File: config.mk
export PLATFORM = sky130hd
export DESIGN_NAME = fifo_wr_arbiter
export DESIGN_NICKNAME = d
export VERILOG_FILES = /design/src/rtl/fifo_wr_arbiter.sv
export SDC_FILE = /design/constraint.sdc
export NUM_CORES = 1
export LEC_CHECK = 0
export ABC_AREA = 1
export CAP_MARGIN = 20
export CORE_MARGIN = 4
export CORE_UTILIZATION = 37
export DETAILED_ROUTE_END_ITERATION = 10
export PLACE_DENSITY = 0.77
export SYNTH_ARGS = -nofsm -noshare
export SYNTH_HDL_FRONTEND = slang
export SYNTH_SLANG_ARGS = --single-unit
export TNS_END_PERCENT = 5
File: constraint.sdc
create_clock -name clk -period 1.9 [get_ports clk]
set_clock_uncertainty 0.05 [all_clocks]
set_input_delay 0.285 -clock clk [delete_from_list [all_inputs] [get_ports clk]]
set_output_delay 0.285 -clock clk [all_outputs]
set_load 0.01 [all_outputs]
File: src/rtl/fifo_wr_arbiter.sv
// Round-robin write arbiter: N_REQ requesters share one FIFO write port,
// each grant lasting up to MAX_BURST beats with a mandatory idle cycle between grants.
module fifo_wr_arbiter #(
    parameter int N_REQ     = 4,
    parameter int WIDTH     = 8,
    parameter int MAX_BURST = 4
) (
    input  logic                        clk,
    input  logic                        arst,
    input  logic [N_REQ-1:0]            req_valid_i,
    input  logic [N_REQ-1:0][WIDTH-1:0] req_data_i,
    output logic [N_REQ-1:0]            req_ready_o,
    input  logic                        fifo_full_i,
    output logic                        fifo_write_o,
    output logic [WIDTH-1:0]            fifo_data_o,
    output logic [N_REQ-1:0]            grant_o,
    output logic                        busy_o
);
    localparam int PW = $clog2(N_REQ);
    localparam int BW = $clog2(MAX_BURST) + 1;

    typedef enum logic {IDLE, GRANT} state_t;

    state_t        state;
    logic [PW-1:0] owner, rr_ptr, pick, nxt_ptr;
    logic [BW-1:0] beat_cnt;
    logic          any_vld, beat;

    // Lowest valid index at/above rr_ptr wins; otherwise wrap to the lowest valid index.
    always_comb begin
        logic [PW-1:0] hi, lo;
        logic          hi_vld;
        hi      = '0;
        lo      = '0;
        hi_vld  = 1'b0;
        any_vld = 1'b0;
        for (int i = N_REQ - 1; i >= 0; i--) begin
            if (req_valid_i[i]) begin
                lo      = PW'(i);
                any_vld = 1'b1;
                if (PW'(i) >= rr_ptr) begin
                    hi     = PW'(i);
                    hi_vld = 1'b1;
                end
            end
        end
        pick = hi_vld ? hi : lo;
    end

    assign nxt_ptr = (owner == PW'(N_REQ - 1)) ? '0 : owner + 1'b1;
    assign beat    = (state == GRANT) && req_valid_i[owner] && !fifo_full_i;

    always_comb begin
        req_ready_o  = '0;
        grant_o      = '0;
        fifo_write_o = beat;
        fifo_data_o  = beat ? req_data_i[owner] : '0;
        busy_o       = (state == GRANT);
        if (state == GRANT) begin
            grant_o[owner]     = 1'b1;
            req_ready_o[owner] = !fifo_full_i;
        end
    end

    always_ff @(posedge clk or posedge arst) begin
        if (arst) begin
            state    <= IDLE;
            owner    <= '0;
            rr_ptr   <= '0;
            beat_cnt <= '0;
        end else begin
            case (state)
                IDLE: begin
                    if (any_vld) begin
                        owner    <= pick;
                        beat_cnt <= '0;
                        state    <= GRANT;
                    end
                end
                GRANT: begin
                    if (!req_valid_i[owner]) begin
                        state  <= IDLE;
                        rr_ptr <= nxt_ptr;
                    end else if (beat) begin
                        beat_cnt <= beat_cnt + 1'b1;
                        if (beat_cnt == BW'(MAX_BURST - 1)) begin
                            state  <= IDLE;
                            rr_ptr <= nxt_ptr;
                        end
                    end
                end
                default: state <= IDLE;
            endcase
        end
    end
endmodule

[After elaboration in Yosys (flattened, before gate mapping)]
Index checks and enable logic that the tools add are counted.
Storage, ports and cells
  input port bits: 39
  register bits: 8
  logic and storage cells: 75
Cells by class
  mux-type cells: 47
  $add $sub $neg: 2
  eq/ne operators: 7
  bitwise operators: 2
  reductions and logical operators: 7
  $lt $le $gt $ge: 6
Operators by type and width (number)
  $mux 2: 17
  $mux 1: 18
  $bmux 8 s2: 1
  $mux 8: 2
  $mux 3: 3
  $mux 4: 2
  $ne 2x1->1 const B: 3
  $pmux 3 s2: 1
  $reduce_and 3->1: 2
  $and 4x4->4: 1
  $ge 1x2->1 const A: 2
  $ge 2x2->1 const A: 2
  $ne 2x2->1 const B: 2
  $add 3x1->3 const B: 1
  $eq 3x2->1 const B: 1
  $logic_and 1x1->1: 3
  $lt 2x3->1 const B: 1
  $add 2x1->2 const B: 1
  $bmux 1 s2: 1
  $demux 1 s2: 1
  $eq 2x2->1 const B: 1
  $ge 2x1->1 const B: 1
  $pmux 1 s2: 1
  $reduce_and 2->1: 1
  2 further kinds: 2

[Logic depth before layout (Yosys ltp)]
Gate-level depths: netlist (run 1).
  word-level depth: 10
  gate-level depth with buffers: 8
  depth with buffers taken out: 7

[Worst setup path before layout (run 1)]
No wires, ideal clock.
  path kind: register -> output
  start: reg owner[1]
  end: out req_ready_o[0]
  data arrival time: 1176 ps
  required time: 1565 ps
  cell stages (with the launch flop): 7
  path slack: 389 ps
  buffers on the path: 2
  path through: dfrtp_1 > buf_4 > inv_1 > buf_2 > ha_1 > inv_1 > nor2_1
On the way
  longest elaborated chain between the ends: 6
  elaborated cells between the ends (all ways): 7
  those cells by class: 2 x order compare; 3 x mux; 1 x bitwise; 1 x reduce/logical
RTL lines
  from (decl): RTL line 25  | logic [PW-1:0] owner, rr_ptr, pick, nxt_ptr;
  from (signal assigned): RTL line 75  | owner <= pick;
  $lt 2x3->1 (not written as such) or $ge 2x1->1 (tied branches): RTL line 61  | req_ready_o[owner] = !fifo_full_i;
  $logic_and 1x1->1 (not written as such): RTL line 61
  $mux 1 (not written as such): RTL line 61
  $demux 1 s2 (*): RTL line 61
  $and 4x4->4 (no source line) (*)
  $mux 4 (*): RTL line 59  | if (state == GRANT) begin
  to (decl): RTL line 12  | output logic [N_REQ-1:0] req_ready_o,
Every way passes the cells marked *; elsewhere a longest branch is shown, timed or not.

[Worst setup path after layout (run 1)]
  start: reg owner[0]
  end: out grant_o[0]
On the way
  longest elaborated chain between the ends: 5
  elaborated cells between the ends (all ways): 6
  those cells by class: 2 x order compare; 3 x mux; 1 x reduce/logical
RTL lines
  $lt 2x3->1 (not written as such) or $ge 2x1->1 (tied branches): RTL line 60  | grant_o[owner] = 1'b1;
  $logic_and 1x1->1 (not written as such): RTL line 60
  $mux 1 (not written as such): RTL line 60
  $demux 1 s2 (*): RTL line 60
  $mux 4 (*): RTL line 59
  to (decl): RTL line 16  | output logic [N_REQ-1:0] grant_o,
Marks and branches as above.

==> results.yml, run 1 <==
hold_path:
  min-delay-path-class: "input pin to asynchronous set/reset pin"
worst_setup_path:
  required_ns: 1.56
  cp_max_fo: 6
  crit_family: "buffers and inverters"
  cp-start-kind: "flip-flop"
  slowest_delay_ns: 0.41
  cp_slowest_cell: "dfrtp_2"
  ff2ff_path_depth: 9
  end_kind: "output pin"
  critical_path_class: "flip-flop to output pin"
  worstPathBufferInverterCount: 4
  r2r-start: "owner[0]"
  worstPathArrival_ns: 1.47
  r2r-end: "beat_cnt[1]"
  rrSetupSlack_ns: 0.56
  cp_cell_sequence: "inv_2, buf_4, ha_1, nand2_1, inv_1, dlygate4sd2_1"
timing:
  layout_min_cycle_time_ns: 1.807
  setup_violations: 0
  rsz0062_at_grt: "false"
  worst_hold_slack_ns: 0.2257
  fin_crit_sh_pct: 95.08
  maxSlewViolCount: 0
  relSlewSlack_pct: 79.25
  hold_viol: 0
  fmax_ghz: 0.5535
  tns_ns: 0
  tightest_slew_ns: 0.3108
floorplan:
  die_area_mm2: 0.003453
  initial_core_util_pct: 38.48
  die_h_um: 58.76
  core_mm2: 0.002477
  rows: 18
  die_x_um: 58.76
  io_pins: 57
cts:
  clock_latency_ns: 0.25
  path_clk_slew_ns: 0.05
  cts_buffers: 3
  tritoncts: "done"
  clkSinkCount: 8
  clockBufferDepth: 2
  hold_buffers: 0
  ctsHtreeMaxLevel: 1
  cts_root_buf: "clkbuf_4"
synth:
  syn-num-nets: 204
  synth.avg_cell_area_um2: 5.996
  synth_cells: 159
  ys_ff_latch: 8
  ys_seq_area_share_pct: 21.00
  yosysWarningCount: 0
  yosysTopAreaCell: "dfrtp_1"
  netlist.area_leader.share_pct: 21.00
  synth_edf_count: 0
  ys_top_cells_by_count: "42 x nor2_1, 34 x nand2_1, 20 x inv_1"
  ys_top_cells_by_area: "dfrtp_1 21%, nor2_1 17%, nand2_1 13%, o21ai_0 8.4%, ha_1 7.9%"
  synth_area_um2: 953.4
  yosysUniqueCellTypes: 17
  synth_ff_type: "dfrtp_1"
  yosysMostFrequentCell: "nor2_1"
  async_flop_share_pct: 100.0
global_route:
  grt_overflow: 0
  grt_pass1_vias: 1150
  grt_pass1_wl_um: 5043
  antenna_found_initial: 0
  grt_usage_pct: 18.14
  grt_max_degree: 15
power_and_ir_drop:
  power_density_mw_per_mm2: 1142
  p_leak_uw: 0.0008476
  vdd_drop_max_uv: 915.7
  finalPower_uw: 1836
routing:
  wl_per_cell_um: 12.38
  avgViaCountPerCell: 4.721
  drc: 0
  detail-route-antenna-nets: 0
  drtIter0Drc: 73
  routed_wl_um: 3193
  firstDrtPassIters: 4
  vias: 1218
placed_design:
  dp.cells: 255
  place_congestion: 0.7892
  hpwl_um: 2630
  port-buffer-count: 56
status:
  status: "finished, final reports clean"
final_layout:
  final_cells: 258
  area_growth_pct: 68.64
  utilization_pct: 64.90
  nFillCells: 248
  fin_nets: 275
  drive_gt1_share_pct: 20.18
  num_antenna_cells: 0
flow_run:
  max_cap_viol_count: 0
==> layout by cell type (no fill, tap or decap) <==
master	Yosys	layout
a21oi_2	8	8
buf_12	0	1
buf_2	2	1
buf_4	2	15
buf_6	3	1
clkbuf_2	0	9
clkbuf_4	0	3
clkdlybuf4s15_1	0	2
clkdlybuf4s50_1	0	39
dfrtp_1	8	7
dfrtp_2	0	1
dlygate4sd2_1	0	4
dlymetal6s2s_1	0	1
ha_1	6	6
inv_1	20	19
inv_2	1	2
nand2_1	34	34
nand2_2	1	1
nand3_1	9	9
nand3_2	3	3
nor2_1	42	42
nor2_2	1	1
o21ai_0	16	16
o21ai_1	2	2
o21bai_1	1	1
==> layout make-up <==
cell class,count,area [um2],area share [%]
tap,30,37.54,2.335
inverter,21,78.83,4.903
clock buffer,3,22.52,1.401
multi-input combinational,123,615.6,38.29
timing repair buffer,73,651.9,40.54
sequential,8,201.4,12.53
==> registers in the layout, indices dropped and copies added, names as in the netlist <==
| register | cells |
|---|---|
| owner | 2 |
| rr_ptr | 2 |
| beat_cnt | 3 |
| busy_o | 1 |
==> what timing repair did <==
action / CTS / global route
setup endpoints to repair: 17 / 13
buffers inserted: 0 / 0
resized for setup: 28 / 15
==> where the power goes <==
part,total [uW],switching (uW),internal (uW)
Clock,128,55.9,72.2
Combinational,1390,771,618
Sequential,319,71.7,247
Total,1840,899,938
==> worst max-delay path by stage <==
| stage | from | end | cells after the start |
|---|---|---|---|
| finish | owner[0] | grant_o[0] | 6 |
| global route | owner[0] | grant_o[2] | 6 |
| CTS | owner[1] | req_ready_o[1] | 6 |
| detailed placement | req_valid_i[1] | fifo_data_o[0] | 7 |
| global placement | req_valid_i[1] | fifo_data_o[2] | 7 |
| floorplan | owner[1] | req_ready_o[0] | 6 |
==> through the flow <==
stage | setup slack (ns) | cell area, um2
after detailed placement | -0.3001 | 1633
after CTS | -0.1974 | 1652
final | 0.09348 | 1608
after global placement | -0.2553 | 1633
after floorplan | 0.3887 | 953.4
after global routing | 0.008972 | 1608
==> cells by family (layout without fill, tap and decap cells) <==
group                    Yosys count  in the layout  synth area share, %
buffers and inverters             28             97                14.43
flip-flops                         8              8                21.00
AND/OR/NAND/NOR                   90             90                39.11
adder cells (fa/ha/maj)            6              6                7.874
AO/OA/AOI/OAI                     27             27                17.59
==> layer usage <==
layer  vias up  part of all wire (%)  track usage [%]
met5         -                     0                0
met4         0                  0.47            2.913
met3         2                   7.5            2.632
met2        49                    48            32.49
met1       532                    44            23.23
li1        635                     -                -
(Power assumes the default switching activity.)
==> inputs of run 2 (changes only) <==
--- a/config.mk
+++ b/config.mk
@@ -9,6 +9,7 @@
 export CAP_MARGIN = 20
 export CORE_MARGIN = 4
 export CORE_UTILIZATION = 37
+export CTS_BUF_LIST = sky130_fd_sc_hd__clkbuf_8 sky130_fd_sc_hd__clkbuf_16
 export DETAILED_ROUTE_END_ITERATION = 10
 export PLACE_DENSITY = 0.77
 export SYNTH_ARGS = -nofsm -noshare
==> results.yml, run 2 (synthesis gave the netlist of run 1 again) <==
status:
  status: "finished, final reports clean"
floorplan:
  die_x_um: 58.76
  initial_core_util_pct: 38.48
  die_area_mm2: 0.003453
  core_mm2: 0.002477
  io_pins: 57
  rows: 18
  die_h_um: 58.76
timing:
  relSlewSlack_pct: 79.45
  tightest_slew_ns: 0.3079
  layout_min_cycle_time_ns: 1.804
  tns_ns: 0
  maxSlewViolCount: 0
  fmax_ghz: 0.5543
  fin_crit_sh_pct: 94.96
  hold_viol: 0
  setup_violations: 0
cts:
  ctsHtreeMaxLevel: 1
  path_clk_slew_ns: 0.04
  clock_latency_ns: 0.23
  tritoncts: "done"
  clockBufferDepth: 2
  clkSinkCount: 8
  cts_root_buf: "clkbuf_8"
  hold_buffers: 0
  cts_buffers: 3
final_layout:
  reg.largest.list: "beat_cnt x3, owner x2, rr_ptr x2"
  area_growth_pct: 71.92
  regArea_um2: 202.7
  final_area_mm2: 0.001639
  regMostFlops: "beat_cnt"
  fin_nets: 275
  nFillCells: 243
  final_common_cell: "nor2_1"
  largest_register_ffs: 3
  drive_gt1_share_pct: 20.61
  multi_input_area_um2: 618.1
  num_antenna_cells: 0
  final_cell_mix: "42 x nor2_1, 39 x clkdlybuf4s50_1, 34 x nand2_1"
placed_design:
  hpwl_um: 2630
  dpl_cell_area_mm2: 0.001633
  place_congestion: 0.7892
  port-buffer-count: 56
flow_run:
  max_cap_viol_count: 0
global_route:
  grt_usage_pct: 19.00
  grt_overflow: 0
  grt_max_degree: 15
  grt_pass1_vias: 1197
  antenna_found_initial: 0
  grt_pass1_wl_um: 5168
worst_setup_path:
  cp_slowest_cell: "dfrtp_2"
  worstPathArrival_ns: 1.47
  ff2ff_path_depth: 7
  cp-start-kind: "flip-flop"
  cp_max_fo: 6
  required_ns: 1.56
  critical_path_class: "flip-flop to output pin"
  slowest_delay_ns: 0.43
  end_kind: "output pin"
  cp_cell_sequence: "inv_2, buf_4, ha_1, inv_1, nor2_1, dlygate4sd2_1"
power_and_ir_drop:
  vdd_drop_max_uv: 818.1
  p_leak_uw: 0.0008754
  power_density_mw_per_mm2: 1176
routing:
  wl_per_cell_um: 12.64
  routed_wl_um: 3261
  drtIter0Drc: 85
  drc: 0
  avgViaCountPerCell: 4.814
  vias: 1242
  detail-route-antenna-nets: 0
  firstDrtPassIters: 5
hold_path:
  min-delay-path-class: "input pin to asynchronous set/reset pin"
[run 2: cell count changes in the layout (fill, tap and decap cells not counted), moves of 2 or more]
cell             previous run  this run
clkdlybuf4s15_1             2         0
dlygate4sd2_1               4         6
clkbuf_4                    3         0
clkbuf_8                    0         3
[run 2: per-layer routing]
metal,vias to the layer above,GRT usage [%],part of all wire [%]
met4,0,7.120,1.9
met3,7,3.509,7.8
met5,-,0,0
li1,635,-,-
met1,544,22.83,42
met2,56,33.28,48
[run 2: repair_timing]
item,CTS,global route
gates resized for setup,27,15
setup buffers,0,0
setup endpoints to repair,17,11
[run 2: cell type report]
type / instances / area share, %
multi-input cells: 123 / 37.71
clock buffers: 3 / 2.519
inverters: 21 / 4.809
flip-flops and latches: 8 / 12.37
well taps: 30 / 2.290
repair buffers: 73 / 40.31
[run 2: through the flow]
step,util (%),hold slack [ns],worst slack [ns],power (uW),instances
after floorplan,-,0.05066,0.3887,1182,159
after global placement,65.91,0.4359,-0.2553,1736,255
after detailed placement,65.91,0.4556,-0.3001,1785,255
after CTS,67.47,0.2520,-0.1789,1962,258
after global routing,66.16,0.2674,-0.007637,2117,258
final,66.16,0.2477,0.09580,1927,258
[run 2: worst paths after layout]
kind	startpoint	endpoint	slack, ns
setup / recovery	owner[0]	req_ready_o[2]	0.1
hold / removal	arst	rr_ptr[0]	0.25
setup reg to reg	beat_cnt[0]	rr_ptr[1]	0.56
hold reg to reg	beat_cnt[2]	beat_cnt[2]	0.46
max in group asynchronous	arst	owner[1]	1.30
min in group clk	beat_cnt[2]	beat_cnt[2]	0.46
[run 2: worst max-delay path: cells and delay by family, from the launching register on]
| family | cells | cell delay [ns] |
|---|---|---|
| buf+inv | 4 | 0.55 |
| flops | 1 | 0.43 |
| fa+ha+maj | 1 | 0.17 |
| simple gates | 1 | 0.08 |
[run 2: report_power, final]
part / leakage, uW / internal (uW) / switching [uW]
Clock: 0.0000216 / 137 / 68.6
Sequential: 0.0000989 / 250 / 74.3
Combinational: 0.000755 / 626 / 771
